==> config.mk <==
export PLATFORM = sky130hd
export DESIGN_NAME = sqrt_unit
export DESIGN_NICKNAME = d
export VERILOG_FILES = /design/src/rtl/sqrt_unit.sv
export SDC_FILE = /design/constraint.sdc
export NUM_CORES = 1
export LEC_CHECK = 0
export BUFFER_PORTS_ARGS = -buffer_cell sky130_fd_sc_hd__buf_4
export CAP_MARGIN = 15
export CELL_PAD_IN_SITES_DETAIL_PLACEMENT = 0
export CELL_PAD_IN_SITES_GLOBAL_PLACEMENT = 1
export CORE_MARGIN = 2
export CORE_UTILIZATION = 30
export CTS_CLUSTER_DIAMETER = 60
export CTS_CLUSTER_SIZE = 20
export DETAILED_ROUTE_END_ITERATION = 12
export PLACE_DENSITY_LB_ADDON = 0.25
export SKIP_LAST_GASP = 1
export SYNTH_ARGS = -nofsm -noshare
export SYNTH_HDL_FRONTEND = slang
export SYNTH_SLANG_ARGS = --single-unit
==> constraint.sdc <==
create_clock -name clock -period 3 [get_ports clock]
set_input_delay 0.45 -clock clock [delete_from_list [all_inputs] [get_ports clock]]
set_output_delay 0.45 -clock clock [all_outputs]
set_load 0.02 [all_outputs]
==> src/rtl/sqrt_unit.sv <==
// -----------------------------------------------------------------------------
// sqrt_unit
//   Iterative integer square root. One shift/subtract digit step per clock
//   produces floor(sqrt(xin)) and the remainder xin - root^2 after XW/2
//   iterations, with an optional round-to-nearest adjustment of the root.
//
// Ports
//   clock  in   rising-edge master clock
//   reset  in   asynchronous reset, active low
//   start  in   request a new root (sampled only while busy = 0)
//   abort  in   synchronous cancel of a running operation
//   round  in   0 = floor, 1 = round-to-nearest (captured with start)
//   xin    in   XW-bit unsigned argument (captured with start)
//   busy   out  operation in progress
//   done   out  one-cycle strobe, sqrt/rem have just updated
//   sqrt   out  N-bit root register
//   rem    out  N+1-bit remainder register, always xin - floor(sqrt)^2
//
// Revision: 1.0  initial release
// -----------------------------------------------------------------------------
`default_nettype none

module sqrt_unit #(
  parameter int XW = 32
) (
  input  logic            clock,
  input  logic            reset,
  input  logic            start,
  input  logic            abort,
  input  logic            round,
  input  logic [XW-1:0]   xin,
  output logic            busy,
  output logic            done,
  output logic [XW/2-1:0] sqrt,
  output logic [XW/2:0]   rem
);

  localparam int N  = XW / 2;
  localparam int CW = $clog2(N) + 1;

  generate
    if ((XW % 2) != 0 || XW < 4) begin : g_xw_check
      $error("sqrt_unit: XW must be even and >= 4");
    end
  endgenerate

  typedef enum logic [1:0] {
    S_IDLE   = 2'd0,
    S_RUN    = 2'd1,
    S_FINISH = 2'd2
  } state_t;

  state_t          state_q, state_d;
  logic [XW-1:0]   xs_q, xs_d;
  logic [N+1:0]    r_q, r_d;
  logic [N-1:0]    q_q, q_d;
  logic [CW-1:0]   cnt_q, cnt_d;
  logic            rmode_q, rmode_d;
  logic            busy_q, busy_d;
  logic            done_q, done_d;
  logic [N-1:0]    sqrt_q, sqrt_d;
  logic [N:0]      rem_q, rem_d;

  // One digit step: bring down the next two argument bits and try to
  // subtract 4*q+1. The extra top bit of w_sub is the borrow.
  logic [N+1:0]    w_t;
  logic [N+2:0]    w_sub;
  logic            w_neg;
  logic            w_up;
  logic [N-1:0]    w_root;

  assign w_t   = {r_q[N-1:0], xs_q[XW-1:XW-2]};
  assign w_sub = {1'b0, w_t} - {1'b0, q_q, 2'b01};
  assign w_neg = w_sub[N+2];

  // x - q^2 > q means x is past the midpoint (q+0.5)^2, so the nearest
  // root is q+1; an all-ones root cannot be incremented and saturates.
  assign w_up   = rmode_q && (r_q > {2'b00, q_q});
  assign w_root = (w_up && !(&q_q)) ? (q_q + {{(N-1){1'b0}}, 1'b1}) : q_q;

  always_ff @(posedge clock or negedge reset) begin
    if (!reset) begin
      state_q <= S_IDLE;
      xs_q    <= '0;
      r_q     <= '0;
      q_q     <= '0;
      cnt_q   <= '0;
      rmode_q <= 1'b0;
      busy_q  <= 1'b0;
      done_q  <= 1'b0;
      sqrt_q  <= '0;
      rem_q   <= '0;
    end else begin
      state_q <= state_d;
      xs_q    <= xs_d;
      r_q     <= r_d;
      q_q     <= q_d;
      cnt_q   <= cnt_d;
      rmode_q <= rmode_d;
      busy_q  <= busy_d;
      done_q  <= done_d;
      sqrt_q  <= sqrt_d;
      rem_q   <= rem_d;
    end
  end

  always_comb begin
    state_d = state_q;
    xs_d    = xs_q;
    r_d     = r_q;
    q_d     = q_q;
    cnt_d   = cnt_q;
    rmode_d = rmode_q;
    busy_d  = busy_q;
    done_d  = 1'b0;
    sqrt_d  = sqrt_q;
    rem_d   = rem_q;

    case (state_q)
      S_IDLE: begin
        if (start) begin
          xs_d    = xin;
          rmode_d = round;
          r_d     = '0;
          q_d     = '0;
          cnt_d   = '0;
          busy_d  = 1'b1;
          state_d = S_RUN;
        end
      end
      S_RUN: begin
        if (abort) begin
          busy_d  = 1'b0;
          state_d = S_IDLE;
        end else begin
          r_d   = w_neg ? w_t : w_sub[N+1:0];
          q_d   = {q_q[N-2:0], ~w_neg};
          xs_d  = {xs_q[XW-3:0], 2'b00};
          cnt_d = cnt_q + {{(CW-1){1'b0}}, 1'b1};
          if (cnt_q == CW'(N-1)) begin
            state_d = S_FINISH;
          end
        end
      end
      S_FINISH: begin
        busy_d  = 1'b0;
        state_d = S_IDLE;
        if (!abort) begin
          rem_d  = r_q[N:0];
          sqrt_d = w_root;
          done_d = 1'b1;
        end
      end
      default: begin
        busy_d  = 1'b0;
        state_d = S_IDLE;
      end
    endcase
  end

  assign busy = busy_q;
  assign done = done_q;
  assign sqrt = sqrt_q;
  assign rem  = rem_q;

endmodule

`default_nettype wire

==> impl_metrics.env, run 1 <==
export IMPL_startpoint_type="flip-flop"
export IMPL_vdd_ir_drop_max_v=0.0003104
export IMPL_min_period_ns=2.724
export IMPL_pre_cts_ws_ns=0.2888
export IMPL_synth_compound_area_share_pct=16.88
export IMPL_crit_chain="inv_1, ha_1, a21oi_1, inv_1, a31oi_2, o21bai_2, o31a_1, buf_4, o2bb2a_1, o21ai_0"
export IMPL_pin_count=72
export IMPL_netlist_area_leader_share_pct=47.00
export IMPL_syn_inst=653
export IMPL_port_buffers=71
export IMPL_die_x_um=143.1
export IMPL_synth_top_area_cell="dfrtp_1"
export IMPL_die_area_um2=20470
export IMPL_status="finished, final reports clean"
export IMPL_h_tree_depth=3
export IMPL_synth_top_family_by_area="simple AND/OR/NAND/NOR gates"
export IMPL_drc_errors=0
export IMPL_grt_max_degree=74
export IMPL_cts_resized=0
export IMPL_synthSimpleGateAreaFrac_pct=19.36
export IMPL_drt_first_pass_iters=4
export IMPL_cp_common_cell="inv_1"
export IMPL_place_hpwl_um=10770
export IMPL_gp_congestion=0.8278
export IMPL_critPathMaxFanout=20
export IMPL_synth_seq_cells=109
export IMPL_cts_buffers=9
export IMPL_clock_skew_ns=0.008249
export IMPL_synthMuxAreaShare_pct=3.622
export IMPL_crit_required_ns=3.28
export IMPL_vias=4774
export IMPL_drv_slew=0
export IMPL_ys_warn_count=0
export IMPL_nNetsFinal=777
export IMPL_slowest_stage="dfrtp_1"
export IMPL_synth_seq_area_share_pct=47.00
export IMPL_min_path_type="primary input to asynchronous set/reset pin"
export IMPL_setup_viol=0
export IMPL_cpPeakStageDelay_ns=0.45
export IMPL_syn_area_per_cell_um2=8.887
export IMPL_clock_latency_ns=0.36
export IMPL_routedWlPerCell_um=15.23
export IMPL_critPathCaptureType="flip-flop"
export IMPL_synth_adder_area_share_pct=4.528
export IMPL_finalCritPeriodShare_pct=90.82
export IMPL_post_cts_buffers=0
export IMPL_synth_edf_count=0
export IMPL_grt_pass1_wl_um=24870
export IMPL_grt_usage_pct=15.65
export IMPL_fin_tns_setup_ns=0
export IMPL_synthDistinctLibCells=59
export IMPL_drive_gt1_share_pct=16.44
export IMPL_crit_arrival_ns=3.01
export IMPL_fmax_ghz=0.3670
export IMPL_p_leak_uw=0.003267
export IMPL_critPathKind="flip-flop to flip-flop"
export IMPL_synth_area_um2=5803
export IMPL_max_cap_violations=0
export IMPL_antenna_cells=0
export IMPL_finalHoldViolations=0
export IMPL_power_density_nw_per_um2=785.1
export IMPL_timing_hold_ws_ns=0.05258
export IMPL_ctsRootBufferMaster="clkbuf_16"
export IMPL_synth_nets=711
export IMPL_vias_per_cell=4.852
export IMPL_ys_flop_type="dfrtp_1"
export IMPL_worst_pin_slew_ns=0.6391
export IMPL_clkTransAtPathRegs_ns=0.08
export IMPL_drt_iter0_markers=197
export IMPL_async_flop_share_pct=100.0
export IMPL_synth_top_cells_by_area="dfrtp_1 47%, nand2_1 12%, o21ai_0 5.7%, ha_1 4.5%, mux2i_1 3.6%"
export IMPL_drt_wl_total_um=14990
export IMPL_synth_xor_area_share_pct=4.226
export IMPL_core_um2=18830
export IMPL_cts_buffer_depth=2
export IMPL_clock_sinks=109
export IMPL_initial_core_util_pct=30.82
export IMPL_rsz0062_at_grt="false"
export IMPL_syn_to_final_growth_pct=19.99
export IMPL_maxSlewHeadroom_pct=57.13
export IMPL_final_cell_mix="179 x nand2_1, 109 x dfrtp_1, 88 x buf_4"
export IMPL_postCtsHoldBufs=0
export IMPL_layout_commonest_cell="nand2_1"
export IMPL_fp_dieH_um=143.1
export IMPL_grt_pass1_vias=4821
export IMPL_antenna_found_initial=0
export IMPL_rows=50
export IMPL_cts_tree="yes"
export IMPL_setup_ws_ns=0.2755
export IMPL_overflow=0
export IMPL_antenna_left=0
## cell families after synthesis
group | after synthesis
DFF | 109
AOI/OAI and AO/OA | 153
muxes | 21
xor gates and xnor gates | 28
and+or+nand+nor | 259
buffers and inverters | 62
adders and majority gates | 21
## where the power goes
group          total [uW]  internal (uW)  switching (uW)
combinational        2410           1010            1400
clock                1200            586             610
sequential           1860           1670             183
## state kept, by name (all words and copies together) (netlist names)
signal,flops
xs_q,32
r_q,18
rem,17
q_q,16
sqrt,16
cnt_q,5
state_q,2
busy,1
done,1
rmode_q,1
## layout make-up
cell class | count | area, um^2
clock buffers | 9 | 225.2
clock inverters | 7 | 62.56
fillers | 1961 | 11870
inverters | 28 | 105.1
multi-input cells | 482 | 2836
flip-flops and latches | 109 | 2728
well taps | 260 | 325.3
repair buffers | 89 | 680.7
## metal layers
layer	GRT usage (%)	up-vias	wire length, um
met2	26.89	85	7333
li1	-	2392	-
met1	19.30	2282	6697
met4	4.846	0	222
met3	3.890	15	739
met5	0	-	0
## Yosys cell counts (all sizes together) (4+ instances only)
cell type,number
nand4,11
nand2b,5
nand3,12
xnor2,20
nor3,10
o21ai,68
xor2,8
a22o,4
dfrtp,109
a21oi,19
a22oi,23
nor4,4
nor2,22
o211ai,4
ha,21
inv,27
buf,12
clkbuf,22
nand2,179
mux2i,21
a31oi,4
## path summary, 6_finish.rpt
path	start	endpoint	slack, ns	depth (start not counted)
worst max-delay path	q_q[3]	r_q[17]	0.28	10
worst min-delay path	reset	rem[7]	0.05	1
worst max register to register	q_q[3]	r_q[17]	0.28	10
worst min register to register	rem[14]	rem[14]	0.48	2
max in group asynchronous	reset	q_q[0]	2.17	2
min in group clock	round	rmode_q	0.28	3
## critical path, delay by kind of cell, from the launching register on
| family | cells | cell delay [ns] |
|---|---|---|
| DFF | 1 | 0.45 |
| adders and majority gates | 1 | 0.39 |
| buffers and inverters | 3 | 0.46 |
| AOI/OAI and AO/OA | 6 | 1.35 |
## stage by stage
stage / instances / instance area, um^2 / power [uW] / utilization (%)
after global placement: 968 / 6675 / 4286 / 35.45
after floorplan: 653 / 5803 / 3650 / -
after detailed placement: 968 / 6675 / 4316 / 35.45
after global routing: 984 / 6963 / 5890 / 36.98
after CTS: 984 / 6963 / 5545 / 36.98
final: 984 / 6963 / 5466 / 36.98
Note: power is estimated with default switching activity, not from simulation.
==> run 2, diff against run 1 <==
PLACE_DENSITY_LB_ADDON = 0.1   (was 0.25)
==> run 2 against run 1 <==
Compared with the run above:
- clock skew grew 0.0020 ns
- count of clock-buffer cells in the layout grew 3
- sequential power is essentially flat
- fmax shrank 1.5%
- final cell count shrank 0.20%
- hold slack lost 0.015 ns
- register-to-register slack lost 0.04 ns
- first-iteration DRC count grew 6.6%
- setup slack lost 0.042 ns
- critical path type unchanged
- largest cell class unchanged
- largest power group unchanged
- highest routed layer unchanged
==> impl_metrics.env, run 2 (synthesis gave the netlist of run 1 again) <==
export IMPL_overflow=0
export IMPL_critPathCaptureType="flip-flop"
export IMPL_cpPeakStageDelay_ns=0.44
export IMPL_maxSlewHeadroom_pct=58.97
export IMPL_die_x_um=143.1
export IMPL_drc_errors=0
export IMPL_vias=4723
export IMPL_min_period_ns=2.766
export IMPL_grt_max_degree=62
export IMPL_core_um2=18830
export IMPL_gp_congestion=0.8239
export IMPL_vias_per_cell=4.810
export IMPL_drive_gt1_share_pct=16.07
export IMPL_clock_latency_ns=0.36
export IMPL_syn_to_final_growth_pct=19.94
export IMPL_clkTransAtPathRegs_ns=0.07
export IMPL_antenna_cells=0
export IMPL_port_buffers=71
export IMPL_clock_skew_ns=0.01021
export IMPL_startpoint_type="flip-flop"
export IMPL_initial_core_util_pct=30.82
export IMPL_layout_commonest_cell="nand2_1"
export IMPL_drt_iter0_markers=210
export IMPL_drt_wl_total_um=15090
export IMPL_die_area_um2=20470
export IMPL_regMostFlops="xs_q"
export IMPL_fin_tns_setup_ns=0
export IMPL_ff2ff_path_depth=10
export IMPL_cts_buffer_depth=2
export IMPL_rows=50
export IMPL_power_density_nw_per_um2=784.2
export IMPL_drt_first_pass_iters=4
export IMPL_crit_arrival_ns=3.00
export IMPL_status="finished, final reports clean"
export IMPL_max_cap_violations=0
export IMPL_routedWlPerCell_um=15.36
export IMPL_reg2reg_slack_ns=0.23
export IMPL_nNetsFinal=775
export IMPL_fp_dieH_um=143.1
export IMPL_crit_required_ns=3.23
export IMPL_finalPower_uw=5458
export IMPL_critPathMaxFanout=8
export IMPL_cp_common_cell="inv_1"
export IMPL_p_leak_uw=0.003264
export IMPL_critPathTopFamily="compound AO/OA/AOI/OAI gates"
export IMPL_cts_buffers=9
export IMPL_drv_slew=0
export IMPL_final_cell_mix="179 x nand2_1, 109 x dfrtp_1, 85 x buf_4"
export IMPL_antenna_left=0
export IMPL_ctsRootBufferMaster="clkbuf_16"
export IMPL_critPathKind="flip-flop to flip-flop"
export IMPL_largest_reg_flops=32
export IMPL_antenna_found_initial=0
export IMPL_crit_buf_inv=3
export IMPL_grt_pass1_wl_um=25290
export IMPL_h_tree_depth=3
export IMPL_min_path_type="primary input to asynchronous set/reset pin"
export IMPL_cts_tree="yes"
export IMPL_rsz0062_at_grt="false"
export IMPL_slowest_stage="dfrtp_1"
export IMPL_grt_usage_pct=15.73
export IMPL_finalCritPeriodShare_pct=92.21
export IMPL_vdd_ir_drop_max_v=0.0003531
export IMPL_crit_chain="inv_1, ha_1, a21oi_1, inv_1, a31oi_4, o21bai_2, o31a_1, buf_4, mux2i_1, o21ai_0"
export IMPL_worst_path_stages=10
export IMPL_fill_cells=1952
export IMPL_worst_pin_slew_ns=0.6117
export IMPL_place_hpwl_um=10740
export IMPL_finalHoldViolations=0
export IMPL_setup_viol=0
export IMPL_clock_sinks=109
export IMPL_grt_pass1_vias=4819
export IMPL_fmax_ghz=0.3615
export IMPL_pin_count=72
==> run 2: cell type report <==
type                            instances  area, um^2  area share [%]
Clock buffer                           12       256.5           3.685
Clock inverter                          4       22.52          0.3236
Inverter                               28       105.1           1.510
Multi-Input combinational cell        482        2845           40.88
Sequential cell                       109        2728           39.19
Tap cell                              260       325.3           4.674
Timing Repair Buffer                   87       678.2           9.743
==> run 2: repair_timing <==
action / CTS / global route
endpoints found under the setup margin: 0 / 1
hold buffers: 0 / 0
gates resized for setup: 0 / 1
buffers inserted: 0 / 0
==> run 2: report_power, final <==
| part | total (uW) | internal, uW | switching, uW |
|---|---|---|---|
| Combinational | 2450 | 1030 | 1420 |
| Clock | 1150 | 606 | 542 |
| Sequential | 1860 | 1670 | 185 |
| Total | 5460 | 3310 | 2150 |
==> run 2: path summary, 6_finish.rpt <==
check / start / endpoint
max in group asynchronous: reset / xs_q[13]
hold / removal: reset / sqrt[12]
setup / recovery: q_q[3] / r_q[9]
setup reg to reg: q_q[3] / r_q[9]
hold reg to reg: rem[3] / rem[3]
min in group clock: xin[15] / xs_q[15]
==> run 2: metrics by stage <==
step / worst slack [ns] / area, um^2 / instances / hold slack, ns / utilization [%]
finish: 0.2336 / 6960 / 982 / 0.03724 / 36.96
global route: 0.01327 / 6960 / 982 / 0.05456 / 36.96
CTS: 0.1649 / 6952 / 982 / 0.04389 / 36.92
detailed placement: 0.1817 / 6673 / 966 / 0.4331 / 35.44
global placement: 0.2442 / 6673 / 966 / 0.4248 / 35.44
floorplan: 0.6964 / 5803 / 653 / 0.1544 / -
==> run 2: metal layers <==
layer / global-route usage (%) / vias up / part of all wire (%)
li1: - / 2369 / -
met2: 26.72 / 56 / 50
met4: 4.846 / 0 / 1.3
met3: 2.448 / 10 / 2.7
met1: 20.58 / 2288 / 46
met5: 0 / - / 0
==> run 3, diff against run 2 <==
PLACE_DENSITY = 0.69   (was default)
PLACE_DENSITY_LB_ADDON = default   (was 0.1)
==> run 3 against run 2 <==
Compared with the run above:
- hold slack gained 0.11 ns
- sequential share of layout area shrank 0.35 points
- die area is the same
- fmax shrank 0.92%
- clock power grew 16%
- final cell count grew 0.41%
- critical path depth is the same
- utilization grew 0.33 points
- first-iteration DRC count grew 11%
- power grew 2.4%
- global-route usage shrank 0.50 points
- critical path type unchanged
- critical endpoint is now r_q[14]
- highest routed layer unchanged
==> impl_metrics.env, run 3 (synthesis gave the netlist of run 1 again) <==
export IMPL_pin_count=72
export IMPL_finalPower_uw=5591
export IMPL_grt_pass1_wl_um=24560
export IMPL_vias=4825
export IMPL_critPathCaptureType="flip-flop"
export IMPL_slowest_stage="dfrtp_1"
export IMPL_reg2reg_slack_ns=0.21
export IMPL_drt_first_pass_iters=4
export IMPL_regMostFlops="xs_q"
export IMPL_status="finished, final reports clean"
export IMPL_drv_slew=0
export IMPL_h_tree_depth=3
export IMPL_post_cts_buffers=0
export IMPL_nNetsFinal=779
export IMPL_cts_buffers=9
export IMPL_clock_skew_ns=0.009652
export IMPL_port_buffers=71
export IMPL_crit_arrival_ns=3.07
export IMPL_die_area_um2=20470
export IMPL_min_period_ns=2.792
export IMPL_critPathMaxFanout=20
export IMPL_cts_tree="yes"
export IMPL_finalCritPeriodShare_pct=93.07
export IMPL_antenna_found_initial=0
export IMPL_core_um2=18830
export IMPL_rsz0062_at_grt="false"
export IMPL_top_layer_used="met4"
export IMPL_cts_buffer_depth=2
export IMPL_min_path_type="primary input to asynchronous set/reset pin"
export IMPL_syn_to_final_growth_pct=21.02
export IMPL_drive_gt1_share_pct=16.67
export IMPL_initial_core_util_pct=30.82
export IMPL_final_cell_mix="179 x nand2_1, 109 x dfrtp_1, 90 x buf_4"
export IMPL_layout_commonest_cell="nand2_1"
export IMPL_clock_latency_ns=0.36
export IMPL_max_cap_violations=0
export IMPL_clock_sinks=109
export IMPL_die_x_um=143.1
export IMPL_antenna_left=0
export IMPL_ctsRootBufferMaster="clkbuf_16"
export IMPL_setup_viol=0
export IMPL_clkTransAtPathRegs_ns=0.07
export IMPL_grt_usage_pct=15.22
export IMPL_critPathKind="flip-flop to flip-flop"
export IMPL_met1_length_um=6962
export IMPL_fin_tns_setup_ns=0
export IMPL_drt_iter0_markers=233
export IMPL_fill_cells=1921
export IMPL_fp_dieH_um=143.1
export IMPL_stdcell_area_um2=7023
export IMPL_cp_common_cell="inv_1"
export IMPL_cpPeakStageDelay_ns=0.44
export IMPL_utilization_pct=37.30
export IMPL_dr_wl_met3_um=614
export IMPL_cts_resized=0
export IMPL_crit_chain="inv_1, ha_1, a21oi_1, inv_1, a31oi_2, o21bai_2, o31a_1, buf_4, o2bb2a_1, o21ai_0"
export IMPL_power_density_nw_per_um2=796.2
export IMPL_vias_per_cell=4.894
export IMPL_grt_pass1_vias=4813
export IMPL_drt_wl_total_um=14870
export IMPL_fmax_ghz=0.3581
export IMPL_largest_reg_flops=32
export IMPL_maxSlewHeadroom_pct=49.82
export IMPL_startpoint_type="flip-flop"
export IMPL_antenna_cells=0
export IMPL_critPathTopFamily="compound AO/OA/AOI/OAI gates"
export IMPL_rows=50
export IMPL_overflow=0
export IMPL_routedWlPerCell_um=15.08
export IMPL_finalHoldViolations=0
export IMPL_place_area_um2=6690
export IMPL_crit_required_ns=3.28
export IMPL_drc_errors=0
export IMPL_vdd_ir_drop_max_v=0.0003306
export IMPL_worst_pin_slew_ns=0.7526
export IMPL_gp_congestion=0.8736
export IMPL_grt_max_degree=56
export IMPL_dr_wl_met2_um=7041
export IMPL_p_leak_uw=0.003297
export IMPL_postCtsHoldBufs=0
export IMPL_crit_buf_inv=3
export IMPL_place_hpwl_um=10730
## run 3: cell type report
cell class / instances / area, um^2 / share of cell area (%)
Sequential cell: 109 / 2728 / 38.84
Tap cell: 260 / 325.3 / 4.632
Multi-Input combinational cell: 482 / 2836 / 40.39
Timing Repair Buffer: 91 / 695.7 / 9.906
Clock buffer: 10 / 239.0 / 3.403
Inverter: 28 / 105.1 / 1.497
Clock inverter: 6 / 93.84 / 1.336
## run 3: where the power goes
| part | switching (uW) | internal [uW] | total (uW) |
|---|---|---|---|
| logic | 1380 | 1020 | 2400 |
| clock network | 572 | 763 | 1330 |
| registers | 187 | 1670 | 1860 |
## run 3: through the flow
| stage | hold WS [ns] | instances | setup slack (ns) |
|---|---|---|---|
| 2_1_floorplan | 0.1544 | 653 | 0.6964 |
| 3_3_place_gp | 0.4578 | 970 | 0.2810 |
| 3_5_place_dp | 0.4656 | 970 | 0.2273 |
| 4_1_cts | 0.1748 | 986 | 0.2078 |
| 5_1_grt | 0.2003 | 986 | 0.05505 |
| 6_report | 0.1494 | 986 | 0.2078 |
## run 3: worst paths after layout
| kind | cells past startpoint | to | start |
|---|---|---|---|
| setup reg to reg | 10 | r_q[14] | q_q[3] |
| hold reg to reg | 2 | xs_q[24] | xs_q[24] |
| setup / recovery | 10 | r_q[14] | q_q[3] |
| hold / removal | 1 | sqrt[11] | reset |
| max in group asynchronous | 2 | rem[15] | reset |
| min in group clock | 3 | xs_q[23] | xin[23] |
## run 3: per-layer routing
metal	vias up	track usage, %
met5	-	0
met1	2321	19.55
li1	2392	-
met4	0	4.794
met3	17	3.789
met2	95	25.21
